$ cat src/rtl/mem_arb_if.sv
// Purpose : bundles the fetch (ifu), load/store (lsu) and memory-bus signals of mem_arb.
// Latency : none, wiring only.
// Backpressure: carried by mem_reqReady; the core ports hold reqValid until respValid.
// Ports   : ifu_* fetch request/response, lsu_* load/store request/response,
//           mem_* single downstream bus, bus_err watchdog error flag.
//           modport slave  = arbiter view; modport master = core + memory environment view.
interface mem_arb_if #(
    parameter int ADDR_W = 32,
    parameter int DATA_W = 32
);
    logic                  ifu_reqValid;
    logic [ADDR_W-1:0]     ifu_addr;
    logic                  ifu_respValid;
    logic [DATA_W-1:0]     ifu_rdata;

    logic                  lsu_reqValid;
    logic [ADDR_W-1:0]     lsu_addr;
    logic [1:0]            lsu_size;
    logic                  lsu_wen;
    logic [DATA_W-1:0]     lsu_wdata;
    logic [DATA_W/8-1:0]   lsu_wmask;
    logic                  lsu_respValid;
    logic [DATA_W-1:0]     lsu_rdata;

    logic                  mem_reqValid;
    logic                  mem_reqReady;
    logic [ADDR_W-1:0]     mem_addr;
    logic [1:0]            mem_size;
    logic                  mem_wen;
    logic [DATA_W-1:0]     mem_wdata;
    logic [DATA_W/8-1:0]   mem_wmask;
    logic                  mem_respValid;
    logic [DATA_W-1:0]     mem_rdata;
    logic                  bus_err;

    modport slave (
        input  ifu_reqValid, ifu_addr,
        output ifu_respValid, ifu_rdata,
        input  lsu_reqValid, lsu_addr, lsu_size, lsu_wen, lsu_wdata, lsu_wmask,
        output lsu_respValid, lsu_rdata,
        output mem_reqValid, mem_addr, mem_size, mem_wen, mem_wdata, mem_wmask,
        input  mem_reqReady, mem_respValid, mem_rdata,
        output bus_err
    );

    modport master (
        output ifu_reqValid, ifu_addr,
        input  ifu_respValid, ifu_rdata,
        output lsu_reqValid, lsu_addr, lsu_size, lsu_wen, lsu_wdata, lsu_wmask,
        input  lsu_respValid, lsu_rdata,
        input  mem_reqValid, mem_addr, mem_size, mem_wen, mem_wdata, mem_wmask,
        output mem_reqReady, mem_respValid, mem_rdata,
        input  bus_err
    );
endinterface

$ cat src/rtl/mem_arb.sv
// Purpose : two-master (ifu, lsu) to one-slave memory arbiter, LSU has fixed priority,
//           one transaction outstanding, request fields latched at grant.
// Latency : grant N -> mem_reqValid N+1 -> respValid to master N+3 at minimum.
// Backpressure: holds mem_reqValid with stable fields until mem_reqReady; waits in WAIT for
//           mem_respValid. Optional watchdog under macro MEM_ARB_TIMEOUT_EN answers with
//           0xDEAD_BEEF and bus_err after TIMEOUT WAIT cycles; otherwise bus_err is tied 0.
// Ports   : clock, reset (async, active-low), bus (mem_arb_if.slave).
module mem_arb #(
    parameter int ADDR_W  = 32,
    parameter int DATA_W  = 32
`ifdef MEM_ARB_TIMEOUT_EN
    ,
    parameter int TIMEOUT = 255
`endif
) (
    input  logic      clock,
    input  logic      reset,
    mem_arb_if.slave  bus
);
    localparam int MASK_W = DATA_W / 8;

    typedef enum logic [1:0] {IDLE, REQ, WAIT, RESP} state_t;
    typedef enum logic {OWN_IFU, OWN_LSU} owner_t;

    state_t              state_q, state_d;
    owner_t              owner_q, owner_d;
    logic [ADDR_W-1:0]   addr_q, addr_d;
    logic [1:0]          size_q, size_d;
    logic                wen_q, wen_d;
    logic [DATA_W-1:0]   wdata_q, wdata_d;
    logic [MASK_W-1:0]   wmask_q, wmask_d;
    logic [DATA_W-1:0]   ifu_rdata_q, ifu_rdata_d;
    logic [DATA_W-1:0]   lsu_rdata_q, lsu_rdata_d;

`ifdef MEM_ARB_TIMEOUT_EN
    // Counter is at least 8 bits so small TIMEOUT values still fit comfortably.
    localparam int CNT_W = ($clog2(TIMEOUT + 1) > 8) ? $clog2(TIMEOUT + 1) : 8;
    localparam logic [31:0] ERR_WORD = 32'hDEAD_BEEF;
    logic [CNT_W-1:0]    cnt_q, cnt_d;
    logic                err_q, err_d;
`endif

    always_ff @(posedge clock or negedge reset) begin
        if (!reset) begin
            state_q     <= IDLE;
            owner_q     <= OWN_IFU;
            addr_q      <= '0;
            size_q      <= '0;
            wen_q       <= 1'b0;
            wdata_q     <= '0;
            wmask_q     <= '0;
            ifu_rdata_q <= '0;
            lsu_rdata_q <= '0;
`ifdef MEM_ARB_TIMEOUT_EN
            cnt_q       <= '0;
            err_q       <= 1'b0;
`endif
        end else begin
            state_q     <= state_d;
            owner_q     <= owner_d;
            addr_q      <= addr_d;
            size_q      <= size_d;
            wen_q       <= wen_d;
            wdata_q     <= wdata_d;
            wmask_q     <= wmask_d;
            ifu_rdata_q <= ifu_rdata_d;
            lsu_rdata_q <= lsu_rdata_d;
`ifdef MEM_ARB_TIMEOUT_EN
            cnt_q       <= cnt_d;
            err_q       <= err_d;
`endif
        end
    end

    always_comb begin
        state_d     = state_q;
        owner_d     = owner_q;
        addr_d      = addr_q;
        size_d      = size_q;
        wen_d       = wen_q;
        wdata_d     = wdata_q;
        wmask_d     = wmask_q;
        ifu_rdata_d = ifu_rdata_q;
        lsu_rdata_d = lsu_rdata_q;
`ifdef MEM_ARB_TIMEOUT_EN
        cnt_d       = cnt_q;
        err_d       = err_q;
`endif
        case (state_q)
            IDLE: begin
                // Requests are only looked at here; LSU wins a tie.
                if (bus.lsu_reqValid) begin
                    owner_d = OWN_LSU;
                    addr_d  = bus.lsu_addr;
                    size_d  = bus.lsu_size;
                    wen_d   = bus.lsu_wen;
                    wdata_d = bus.lsu_wdata;
                    wmask_d = bus.lsu_wmask;
                    state_d = REQ;
                end else if (bus.ifu_reqValid) begin
                    // Fetches are always a full-word read.
                    owner_d = OWN_IFU;
                    addr_d  = bus.ifu_addr;
                    size_d  = 2'b10;
                    wen_d   = 1'b0;
                    wdata_d = '0;
                    wmask_d = '0;
                    state_d = REQ;
                end
            end
            REQ: begin
                if (bus.mem_reqReady) begin
                    state_d = WAIT;
`ifdef MEM_ARB_TIMEOUT_EN
                    cnt_d   = '0;
`endif
                end
            end
            WAIT: begin
                // A real response in the watchdog cycle wins over the timeout.
                if (bus.mem_respValid) begin
                    if (owner_q == OWN_LSU) lsu_rdata_d = bus.mem_rdata;
                    else                    ifu_rdata_d = bus.mem_rdata;
`ifdef MEM_ARB_TIMEOUT_EN
                    err_d   = 1'b0;
`endif
                    state_d = RESP;
                end
`ifdef MEM_ARB_TIMEOUT_EN
                else if (cnt_q == CNT_W'(TIMEOUT - 1)) begin
                    if (owner_q == OWN_LSU) lsu_rdata_d = DATA_W'(ERR_WORD);
                    else                    ifu_rdata_d = DATA_W'(ERR_WORD);
                    err_d   = 1'b1;
                    state_d = RESP;
                end else begin
                    cnt_d   = cnt_q + 1'b1;
                end
`endif
            end
            RESP: begin
                state_d = IDLE;
`ifdef MEM_ARB_TIMEOUT_EN
                err_d   = 1'b0;
`endif
            end
            default: state_d = IDLE;
        endcase
    end

    assign bus.mem_reqValid  = (state_q == REQ);
    assign bus.mem_addr      = addr_q;
    assign bus.mem_size      = size_q;
    assign bus.mem_wen       = wen_q;
    assign bus.mem_wdata     = wdata_q;
    assign bus.mem_wmask     = wmask_q;
    assign bus.ifu_respValid = (state_q == RESP) && (owner_q == OWN_IFU);
    assign bus.lsu_respValid = (state_q == RESP) && (owner_q == OWN_LSU);
    assign bus.ifu_rdata     = ifu_rdata_q;
    assign bus.lsu_rdata     = lsu_rdata_q;
`ifdef MEM_ARB_TIMEOUT_EN
    assign bus.bus_err       = (state_q == RESP) && err_q;
`else
    assign bus.bus_err       = 1'b0;
`endif
endmodule

$ cat src/flat_wrapper.sv
// flat-port wrapper written by rule: the top's interface ports become plain ports
module mem_arb_flat 
#(
    parameter int ADDR_W  = 32,
    parameter int DATA_W  = 32

)
  (clock, reset, bus_ifu_reqValid, bus_ifu_addr, bus_ifu_respValid, bus_ifu_rdata, bus_lsu_reqValid, bus_lsu_addr, bus_lsu_size, bus_lsu_wen, bus_lsu_wdata, bus_lsu_wmask, bus_lsu_respValid, bus_lsu_rdata, bus_mem_reqValid, bus_mem_addr, bus_mem_size, bus_mem_wen, bus_mem_wdata, bus_mem_wmask, bus_mem_reqReady, bus_mem_respValid, bus_mem_rdata, bus_bus_err);
  mem_arb_if #(.ADDR_W(ADDR_W), .DATA_W(DATA_W)) bus_i ();
  input  logic clock;
  input  logic reset;
  input wire logic [$bits(bus_i.ifu_reqValid)-1:0] bus_ifu_reqValid;
  input wire logic [$bits(bus_i.ifu_addr)-1:0] bus_ifu_addr;
  output wire logic [$bits(bus_i.ifu_respValid)-1:0] bus_ifu_respValid;
  output wire logic [$bits(bus_i.ifu_rdata)-1:0] bus_ifu_rdata;
  input wire logic [$bits(bus_i.lsu_reqValid)-1:0] bus_lsu_reqValid;
  input wire logic [$bits(bus_i.lsu_addr)-1:0] bus_lsu_addr;
  input wire logic [$bits(bus_i.lsu_size)-1:0] bus_lsu_size;
  input wire logic [$bits(bus_i.lsu_wen)-1:0] bus_lsu_wen;
  input wire logic [$bits(bus_i.lsu_wdata)-1:0] bus_lsu_wdata;
  input wire logic [$bits(bus_i.lsu_wmask)-1:0] bus_lsu_wmask;
  output wire logic [$bits(bus_i.lsu_respValid)-1:0] bus_lsu_respValid;
  output wire logic [$bits(bus_i.lsu_rdata)-1:0] bus_lsu_rdata;
  output wire logic [$bits(bus_i.mem_reqValid)-1:0] bus_mem_reqValid;
  output wire logic [$bits(bus_i.mem_addr)-1:0] bus_mem_addr;
  output wire logic [$bits(bus_i.mem_size)-1:0] bus_mem_size;
  output wire logic [$bits(bus_i.mem_wen)-1:0] bus_mem_wen;
  output wire logic [$bits(bus_i.mem_wdata)-1:0] bus_mem_wdata;
  output wire logic [$bits(bus_i.mem_wmask)-1:0] bus_mem_wmask;
  input wire logic [$bits(bus_i.mem_reqReady)-1:0] bus_mem_reqReady;
  input wire logic [$bits(bus_i.mem_respValid)-1:0] bus_mem_respValid;
  input wire logic [$bits(bus_i.mem_rdata)-1:0] bus_mem_rdata;
  output wire logic [$bits(bus_i.bus_err)-1:0] bus_bus_err;
  assign bus_i.ifu_reqValid = bus_ifu_reqValid;
  assign bus_i.ifu_addr = bus_ifu_addr;
  assign bus_ifu_respValid = bus_i.ifu_respValid;
  assign bus_ifu_rdata = bus_i.ifu_rdata;
  assign bus_i.lsu_reqValid = bus_lsu_reqValid;
  assign bus_i.lsu_addr = bus_lsu_addr;
  assign bus_i.lsu_size = bus_lsu_size;
  assign bus_i.lsu_wen = bus_lsu_wen;
  assign bus_i.lsu_wdata = bus_lsu_wdata;
  assign bus_i.lsu_wmask = bus_lsu_wmask;
  assign bus_lsu_respValid = bus_i.lsu_respValid;
  assign bus_lsu_rdata = bus_i.lsu_rdata;
  assign bus_mem_reqValid = bus_i.mem_reqValid;
  assign bus_mem_addr = bus_i.mem_addr;
  assign bus_mem_size = bus_i.mem_size;
  assign bus_mem_wen = bus_i.mem_wen;
  assign bus_mem_wdata = bus_i.mem_wdata;
  assign bus_mem_wmask = bus_i.mem_wmask;
  assign bus_i.mem_reqReady = bus_mem_reqReady;
  assign bus_i.mem_respValid = bus_mem_respValid;
  assign bus_i.mem_rdata = bus_mem_rdata;
  assign bus_bus_err = bus_i.bus_err;
  mem_arb #(.ADDR_W(ADDR_W), .DATA_W(DATA_W)) u_core (.clock(clock), .reset(reset), .bus(bus_i));
endmodule
$ cat config.mk
export PLATFORM = sky130hd
export DESIGN_NAME = mem_arb_flat
export DESIGN_NICKNAME = d
export VERILOG_FILES = /design/src/rtl/mem_arb_if.sv /design/src/rtl/mem_arb.sv /design/src/flat_wrapper.sv
export SDC_FILE = /design/constraint.sdc
export NUM_CORES = 1
export LEC_CHECK = 0
export BUFFER_PORTS_ARGS = -buffer_cell sky130_fd_sc_hd__buf_2
export CORE_UTILIZATION = 49
export DETAILED_ROUTE_END_ITERATION = 16
export PLACE_DENSITY = 0.91
export SLEW_MARGIN = 15
export SYNTH_ARGS = -nofsm -noshare
export SYNTH_HDL_FRONTEND = slang
export SYNTH_SLANG_ARGS = --single-unit
$ cat constraint.sdc
create_clock -name clock -period 2.9 [get_ports clock]
set_input_delay 0.435 -clock clock [delete_from_list [all_inputs] [get_ports clock]]
set_output_delay 0.435 -clock clock [all_outputs]
set_load 0.005 [all_outputs]
==> results.cfg, run 1 <==
[sta]
max_freq_mhz = 548
post-route-period-util_pct = 63.0
slew_violations = 0
worstMarginPinSlew_ns = 0.743
hold_viol = 6
setup_violations = 0
period_needed_ns = 1.83
hold_ws_ns = -0.0157
rsz0062_at_grt = no
tns_ns = 0
timing.final.ws_setup_ns = 1.07
fin_skew_ns = 0.00951
slew_headroom_pct = 50.3

[floorplanning]
die_w_um = 109
core-area_um2 = 11000
fp.dieH_um = 109
die_area_um2 = 11800
initial_utilization_pct = 50.8
ios = 280
rows = 38

[clock_tree]
clockBufferDepth = 2
htreeDepth = 4
worstSkewPairLatency_ns = 0.41
ctsResizeCount = 0
cts_tree = done
postCtsHoldBufs = 0
cts.sinks = 138
numCtsBuffers = 17
post_cts.repair.setup_buffers = 0
path_clk_slew_ns = 0.06
root_buffer = clkbuf_16

[synthesis]
syn_avg_cell_area_um2 = 11.9
yosysUniqueCellTypes = 21
synth_nets = 612
synth-seq-area-share_pct = 61.9
synth-warning-count = 0
syn_inst = 467
syn_area_um2 = 5580
ys_ff_latch = 138

[placement]
gp_congestion = 0.744
pre_cts_ws_ns = 1.07
port_buffers = 278
dp_hpwl_um = 10500
dp_cells = 865

[power]
power.density_nw_per_um2 = 1060
combPwrFrac_pct = 33.1
p_sw_share_pct = 33.2
pwr-share-seq_pct = 40.9
p_switching_uw = 2710
p_leak_uw = 0.00420
p_int_uw = 5470
power.share.clock_pct = 26.0
vdd_ir_drop_max_uv = 653
power.total_uw = 8180

[layout]
final_nets = 889
final_common_cell = buf_2
final_util_pct = 70.2
fin_cells = 897
nFillCells = 766
drive_gt1_share_pct = 42.9
most-common-layout-cells = 277 x buf_2, 138 x dfrtp_1, 112 x nand2_1
antennaDiodeCount = 0
areaGrowthSynthToFinish_pct = 38.2

[global_routing]
grt_pass1_wl_um = 21600
grt_max_degree = 72
grt.total_usage_pct = 24.1
antenna_found_initial = 0
grt_pass1_vias = 4521
gr-total-overflow = 0

[detailed_routing]
drc_errors = 0
antenna_left = 0
drt_iter0_markers = 264
first_pass_iters = 4
via_count = 4545
drt-total-wl_um = 14100
vias_per_cell = 5.07
wl_per_cell_um = 15.7

[worst_setup_path]
required_ns = 3.18
startpoint_type = flop
end_kind = flop
worst-setup-path-type = flop to flop
arrival_ns = 2.11
cp_max_fo = 41

[worst_hold_path]
hp-class = primary input to async pin

[job]
drv_cap = 0

[run_status]
violations = negative hold slack
status = complete, but fails checks
==> Yosys cell counts <==
cell type	instances	share of area [%]
mux2_2	4	0.81
mux2_1	61	12
buf_2	12	1.1
and2_1	1	0.11
clkbuf_1	9	0.61
conb_1	1	0.067
o32a_1	1	0.18
nor2_1	1	0.067
a221oi_2	1	0.27
nand2_1	112	7.5
nand3b_1	1	0.13
ha_1	4	0.90
inv_1	3	0.20
mux2i_1	32	5.7
nor2b_1	3	0.34
buf_4	7	0.94
buf_1	3	0.20
o21ai_0	33	3.0
dfrtp_1	138	62
nand3_1	39	3.5
o21ai_2	1	0.16
==> metrics by stage <==
| step | instance area (um2) | hold WS, ns |
|---|---|---|
| 2_1_floorplan | 5580 | 0.139 |
| 3_3_place_gp | 7120 | 0.431 |
| 3_5_place_dp | 7120 | 0.440 |
| 4_1_cts | 7710 | 0.00434 |
| 5_1_grt | 7710 | 0.0106 |
| 6_report | 7710 | -0.0157 |
==> worst paths after layout <==
kind	depth (start not counted)	slack, ns	endpoint	start
worst max register to register	5	1.07	u_core.state_q[1]	u_core.state_q[0]
worst max-delay path	5	1.07	u_core.state_q[1]	u_core.state_q[0]
max in group asynchronous	2	2.13	u_core.bus.mem_wdata[5]	reset
min in group clock	2	0.25	u_core.bus.ifu_rdata[11]	bus_mem_rdata[11]
worst min register to register	2	0.46	u_core.bus.mem_wdata[7]	u_core.bus.mem_wdata[7]
worst min-delay path	1	-0.02	u_core.bus.mem_addr[13]	reset
==> worst max-delay path: stages, from the launching register on <==
cell,delay [ns]
dfrtp_1,0.40
inv_1,0.10
ha_1,0.25
buf_4,0.27
a221oi_2,0.34
mux2_1,0.35
==> layout make-up <==
cell class	instances	area (um2)	area share [%]
Clock buffer	20	447	5.79
Clock inverter	12	140	1.82
Inverter	3	11.3	0.146
Multi-Input combinational cell	295	1960	25.5
Sequential cell	138	3450	44.8
Tap cell	140	175	2.27
Timing Repair Buffer	289	1520	19.7
==> kinds of logic (layout without fill, tap and decap cells) <==
logic type	after synthesis	after routing	synth area share, %
AO/OA/AOI/OAI	36	36	3.57
adder cells (fa/ha/maj)	4	4	0.897
flip-flops	138	138	61.9
other	1	1	0.0672
multiplexers	97	97	18.9
AND/OR/NAND/NOR	157	157	11.7
buffers and inverters	34	324	3.03
==> flip-flops by register name, summed over array words and instances (netlist names) <==
name and cells:
u_core.bus.mem_addr 32, u_core.bus.mem_wmask 4, u_core.bus.mem_wen 1, u_core.owner_q 1
u_core.bus.mem_size 2, u_core.bus.lsu_rdata 32, u_core.bus.ifu_rdata 32, u_core.bus.mem_wdata 32
u_core.state_q 2
==> power groups by stage <==
stage / clock, uW / combinational (uW) / sequential [uW]
global placement: 0 / 2570 / 3280
CTS: 2160 / 2740 / 3350
finish: 2120 / 2710 / 3350
floorplan: 0 / 1210 / 3400
global route: 2250 / 3010 / 3460
detailed placement: 0 / 2740 / 3360
==> per-layer routing <==
metal  vias to the layer above  track usage, %  wire length, um
li1                       2125               -                -
met1                      2162            26.7             5250
met2                       227            43.6             7440
met3                        31            5.02             1020
met4                         0            12.1              369
met5                         -               0                0
Note: power is estimated with default switching activity, not from simulation.
==> run 2, diff against run 1 <==
- CORE_UTILIZATION: 49 -> 41
- PLACE_DENSITY: 0.91 -> 0.82
- clock period: 2.9 -> 1.6 ns (I/O delays scaled with it)
==> run 2 against run 1 <==
Compared with the run above: the run now ends clean; non-clock buffer count up 10; global-route usage down 3.7 points; die area up 19%; first-iteration DRC count down 16%; worst hold slack better by 0.074 ns; critical endpoint is now u_core.bus.ifu_rdata[15]; via count down 0.46%; critical path type unchanged; clock skew down 0.00090 ns; register-to-register slack worse by 1.0 ns; cell area up 3.8%; clock power up 88%.
==> results.cfg, run 2 (synthesized netlist as in run 1, its figures left out) <==
[worst_setup_path]
arrival_ns = 1.85
worst-setup-path-type = flop to flop
required_ns = 1.88
rr_startpoint = u_core.state_q[0]
reg2reg_to = u_core.bus.ifu_rdata[15]
startpoint_type = flop
worstPathCellList = inv_2, ha_4, nand3b_1, buf_4, clkbuf_16, mux2_1
end_kind = flop
slowest_delay_ns = 0.42
r2r_cells = 6
cp_slowest_cell = dfrtp_1
cp_max_fo = 8
r2r_slack_ns = 0.03

[layout]
stdcell_area_um2 = 8000
most-common-layout-cells = 276 x buf_2, 137 x dfrtp_1, 112 x nand2_1
final_nets = 899
areaGrowthSynthToFinish_pct = 43.4
final_common_cell = buf_2
fin_cells = 943
drive_gt1_share_pct = 44.6
antennaDiodeCount = 0

[run_status]
status = finished, final reports clean

[global_routing]
gr-total-overflow = 0
grt_pass1_vias = 4421
grt_pass1_wl_um = 22200
grt_max_degree = 48
grt.total_usage_pct = 20.4
antenna_found_initial = 0

[floorplanning]
core-area_um2 = 13200
die_area_um2 = 14100
rows = 42
ios = 280
initial_utilization_pct = 42.1
die_w_um = 119
fp.dieH_um = 119

[detailed_routing]
first_pass_iters = 4
drc_errors = 0
vias_per_cell = 4.80
drt_iter0_markers = 221
via_count = 4524
wl_per_cell_um = 15.2
drt-total-wl_um = 14300
antenna_left = 0

[sta]
max_freq_mhz = 639
setup_violations = 0
post-route-period-util_pct = 97.9
period_needed_ns = 1.57
slew_violations = 0
hold_viol = 0
tns_ns = 0
fin_skew_ns = 0.00860

[clock_tree]
path_clk_slew_ns = 0.06
cts.sinks = 138
root_buffer = clkbuf_16
worstSkewPairLatency_ns = 0.41
clockBufferDepth = 2
cts_tree = done
htreeDepth = 4
numCtsBuffers = 17

[placement]
port_buffers = 278
gp_congestion = 0.777
dp_cells = 903
postPlaceCellArea_um2 = 7250
dp_hpwl_um = 10000

[power]
power.density_nw_per_um2 = 1900
p_leak_uw = 0.00432
power.total_uw = 15200
vdd_ir_drop_max_uv = 878

[worst_hold_path]
min_from = bus_mem_rdata[8]
hp-class = primary input to flop
min_path_cells = 2
hold_path_end = u_core.bus.lsu_rdata[8]

[job]
drv_cap = 0
==> run 2: worst max-delay path by stage <==
stage,endpoint,from,cells past startpoint
after floorplan,u_core.bus.ifu_rdata[10],u_core.state_q[0],5
after global placement,u_core.bus.lsu_rdata[31],u_core.state_q[0],5
after detailed placement,u_core.bus.ifu_rdata[14],u_core.state_q[0],5
after CTS,u_core.bus.ifu_rdata[5],u_core.state_q[0],5
after global routing,u_core.bus.ifu_rdata[15],u_core.state_q[0],6
final,u_core.bus.ifu_rdata[15],u_core.state_q[0],6
==> run 2: routing by layer <==
metal | GRT usage, % | part of all wire, % | up-vias
met4 | 6.80 | 1.9 | 0
met3 | 5.79 | 5.8 | 22
li1 | - | - | 2151
met2 | 33.8 | 50 | 202
met1 | 25.7 | 42 | 2149
met5 | 0 | 0 | -
==> run 2: worst max-delay path, delay by kind of cell (launching register included) <==
| family | cells | cell delay (ns) |
|---|---|---|
| AND/OR/NAND/NOR | 1 | 0.10 |
| adder cells (fa/ha/maj) | 1 | 0.16 |
| flip-flops | 1 | 0.42 |
| multiplexers | 1 | 0.32 |
| buffers and inverters | 3 | 0.44 |
==> run 2: cell type report <==
type | instances | area (um2)
Fill cell | 1115 | 5240
Multi-Input combinational cell | 295 | 1980
Clock buffer | 18 | 439
Clock inverter | 14 | 171
Inverter | 3 | 11.3
Tap cell | 176 | 220
Sequential cell | 138 | 3450
Timing Repair Buffer | 299 | 1720
==> run 2: timing repair <==
action                                 CTS  global route
gates resized for setup                  0             8
endpoints found under the hold margin   37             0
setup endpoints to repair                0           101
setup buffers                            0             3
hold buffers                             1             0
==> run 2: through the flow <==
stage	utilization, %	worst slack [ns]	hold slack, ns
after floorplan	-	0.0955	-0.0556
after global placement	54.7	0.0664	0.177
after detailed placement	54.7	0.0163	0.181
after CTS	59.4	0.00504	0.0380
after global routing	60.4	-0.0523	0.0421
final	60.4	0.0343	0.0581
==> run 2: power breakdown <==
part           total (uW)  internal [uW]  switching [uW]
clock                3990           2500            1490
combinational        5120           2580            2530
sequential           6060           5170             891
total               15200          10300            4910
